### src/rtl/fetch_stage.sv
// fetch_stage: PC register, fetch AdEL detection and F/D pipeline register; FETCH_RANGE_CHECK_EN adds the IM range check
module fetch_stage #(
    parameter logic [31:0] RESET_PC   = 32'h0000_3000,
    parameter logic [31:0] HANDLER_PC = 32'h0000_4180,
    parameter logic [31:0] IM_LO      = 32'h0000_3000,
    parameter logic [31:0] IM_HI      = 32'h0000_6ffc
) (
    input  logic        clk,
    input  logic        reset,
    input  logic [31:0] NPc,
    input  logic        Stall,
    input  logic        Req,
    input  logic        D_eret,
    input  logic        BranchD,
    input  logic [31:0] InstrIM,
    output logic [31:0] PcF,
    output logic [31:0] PcD,
    output logic [31:0] InstrD,
    output logic [4:0]  ExcCodeD,
    output logic        BDD
);
`ifdef FETCH_RANGE_CHECK_EN
    localparam logic RANGE_EN = 1'b1;
`else
    localparam logic RANGE_EN = 1'b0;
`endif
    logic        exc_f;
    logic [4:0]  exc_code_f;
    logic [31:0] instr_f;
    // flag misaligned (and optionally out-of-range) fetches and replace them with a nop
    always_comb begin
        exc_f      = (|PcF[1:0]) | (RANGE_EN & ((PcF < IM_LO) | (PcF > IM_HI)));
        exc_code_f = exc_f ? 5'd4 : 5'd0;
        instr_f    = exc_f ? 32'h0 : InstrIM;
    end
    // PC register: a request redirects even through a stall
    always_ff @(posedge clk) begin
        if (reset)
            PcF <= RESET_PC;
        else if (Req || !Stall)
            PcF <= NPc;
    end
    // F/D register: flush on request, hold on stall, kill the slot after eret
    always_ff @(posedge clk) begin
        if (reset) begin
            PcD      <= 32'h0;
            InstrD   <= 32'h0;
            ExcCodeD <= 5'd0;
            BDD      <= 1'b0;
        end else if (Req) begin
            PcD      <= HANDLER_PC;
            InstrD   <= 32'h0;
            ExcCodeD <= 5'd0;
            BDD      <= 1'b0;
        end else if (!Stall) begin
            PcD      <= PcF;
            InstrD   <= D_eret ? 32'h0 : instr_f;
            ExcCodeD <= D_eret ? 5'd0 : exc_code_f;
            BDD      <= D_eret ? 1'b0 : BranchD;
        end
    end
endmodule

### config.mk
export PLATFORM = sky130hd
export DESIGN_NAME = fetch_stage
export DESIGN_NICKNAME = d
export VERILOG_FILES = /design/src/rtl/fetch_stage.sv
export SDC_FILE = /design/constraint.sdc
export NUM_CORES = 1
export LEC_CHECK = 0
export BUFFER_PORTS_ARGS = -buffer_cell sky130_fd_sc_hd__buf_2
export CAP_MARGIN = 20
export CORE_ASPECT_RATIO = 0.7
export CORE_MARGIN = 8
export CORE_UTILIZATION = 45
export DETAILED_ROUTE_END_ITERATION = 6
export GPL_TIMING_DRIVEN = 0
export HOLD_SLACK_MARGIN = 0.1
export PLACE_DENSITY_LB_ADDON = 0.2
export SYNTH_ARGS = -nofsm -noshare
export SYNTH_HDL_FRONTEND = slang
export SYNTH_SLANG_ARGS = --single-unit
### constraint.sdc
create_clock -name clk -period 1.6 [get_ports clk]
set_input_delay 0.08 -clock clk [delete_from_list [all_inputs] [get_ports clk]]
set_output_delay 0.08 -clock clk [all_outputs]
set_load 0.03 [all_outputs]
==> metrics.csv <==
metric,value,unit
vias,3288,
cts_inserted_buffers,9,
reg2regPathDepth,4,
via_per_inst,4.80,
seq_area,1960,um^2
crit_fanout,10,
syn_to_final_growth,54.5,%
cp-start-kind,register,
htree_levels,3,
grt_pass1_wl,17200,um
die-height,88.1,um
status,"complete, no violations",
placed_area,4310,um^2
reg2reg_slack,120,ps
ys_types,19,
rows,26,
grt_pass1_vias,3407,
drc,0,
netlist_top_cells_count,"dfxtp_1 (98), nand2_1 (64), nor2_1 (36), a22o_1 (32), a21oi_1 (30)",
avgRoutedWirePerCell,16.0,um
synth_top_area_cell,dfxtp_1,
io_pins,172,
die_width,119,um
gr-usage-all-layers,0.205,
end_kind,register,
powerDensity,946,nW/um^2
synth_flop_cell,dfxtp_1,
start_util,0.461,
tightest_slew,615,ps
ys_async_sr_fraction,0,
ys_ff_latch,98,
synth_edf_count,0,
drive_gt1_frac,0.330,
slew_viol_final,0,
diodes,0,
cts_tree,built,
hold_viol,0,
hold_path_startpoint,Stall,
global_route.overflow_total,0,
multi_input_area,1230,um^2
ant_nets,0,
holdPathEnd,PcD[14],
crit_type,reg2reg,
skew,7.59,ps
cts.path.max_buffers,2,
finalSetupTns,0,ps
worstPathArrival,1770,ps
root_buffer,clkbuf_8,
routabilityCongestion,0.749,
syn_avg_cell_area,9.98,um^2
ys_seq_area_frac,0.587,
io_buffers,166,
cap_violations,0,
r2r_end,InstrD[19],
min_delay_path_depth,4,
period_needed,1480,ps
netlist.area_leader.share,0.587,
die-area,10500,um^2
grt_max_degree,16,
slew_headroom,0.590,
yosysMostFrequentCell,dfxtp_1,
detailed_place_hpwl,7340,um
antenna_found_initial,0,
clkLatencyLatePin,350,ps
drt_wl_total,11000,um
setup_viol,0,
ctsResizeCount,0,
rr_startpoint,PcF[0],
fmax,674,MHz
clk_pin_slew,90,ps
fillers,573,
rsz0062_at_grt,no,
syn_area,3340,um^2
cts_sinks,98,
p_leak,2.55,nW
final_area,5170,um^2
drt_pass1_iterations,4,
synth_area_leaders,"dfxtp_1 (59%), mux2i_1 (8.7%), a22o_1 (8.4%)",
final_nets,652,
core,7250,um^2
yosys_warnings,0,
ir_drop,0.000539,V
first_iter_violations,172,
hold_class,in2reg,
synthCells,335,
crit_required,1890,ps
fin_crit_sh,0.927,
per-layer routing:
metal  vias up  wire length (um)  global-route usage
met2       130              5340               0.353
met5         -                 0                   0
met3        12               891              0.0934
met4         0               125              0.0469
li1       1618                 -                   -
met1      1528              4610               0.228
worst max-delay path by stage:
| stage | startpoint | cells past startpoint | to |
|---|---|---|---|
| floorplan | PcF[0] | 4 | InstrD[10] |
| global placement | Req | 6 | InstrD[21] |
| detailed placement | Req | 6 | InstrD[19] |
| CTS | PcF[0] | 4 | InstrD[19] |
| global route | PcF[0] | 4 | InstrD[19] |
| finish | PcF[0] | 4 | InstrD[19] |
stage by stage:
step	instances	total power [mW]	utilization	worst slack (ps)	hold WS, ps
after global routing	685	5.09	0.712	29.7	170
after floorplan	338	3.02	-	199	204
after detailed placement	602	3.26	0.594	-19.9	292
after global placement	602	3.25	0.594	32.8	296
final	685	4.89	0.712	117	142
after CTS	685	4.92	0.712	116	131
cells in the final DEF (no fill, tap or decap), drive strengths merged, types with 3 or more instances in the layout:
| cell | instances |
|---|---|
| dfxtp | 98 |
| mux2i | 29 |
| nor2 | 36 |
| a22o | 32 |
| nor2b | 4 |
| a21oi | 30 |
| clkinvlp | 3 |
| a211oi | 3 |
| clkbuf | 29 |
| dlygate4sd3 | 67 |
| buf | 179 |
| conb | 4 |
| nand2 | 64 |
kinds of logic (layout without fill, tap and decap cells):
group | after synthesis | in the layout | share of synthesized area
mux | 29 | 29 | 0.0868
simple gates | 110 | 110 | 0.136
compound gates | 67 | 67 | 0.140
flops | 98 | 98 | 0.587
buf+inv | 30 | 279 | 0.0490
other cells | 1 | 4 | 0.00112
registers in the layout (all words and copies together), names as in the netlist:
signal,flops
PcF,32
BDD,1
ExcCodeD,1
PcD,32
InstrD,32
critical path, cell delays in order, from the launching register on:
cell	delay [ps]
dfxtp_1	340
or2_2	330
nor4_4	370
buf_6	220
a22o_1	160
timing repair:
item,4_1_cts,5_1_grt
endpoints found under the hold margin,68,0
buffers inserted,0,0
hold buffers,67,0
area by class of cell:
type	instances	share of cell area
buffer	30	0.0317
tap	98	0.0237
multi-input combinational	210	0.238
timing repair buffer	233	0.291
clock inverter	4	0.0102
clock buffer	12	0.0262
sequential	98	0.380
power breakdown:
group / total (mW) / internal, mW / switching, mW / leakage [nW]
Clock: 1.54 / 0.726 / 0.815 / 0.0828
Combinational: 0.764 / 0.328 / 0.436 / 1.66
Sequential: 2.58 / 2.52 / 0.0573 / 0.800
No activity file was read; power rests on OpenSTA's default activity.
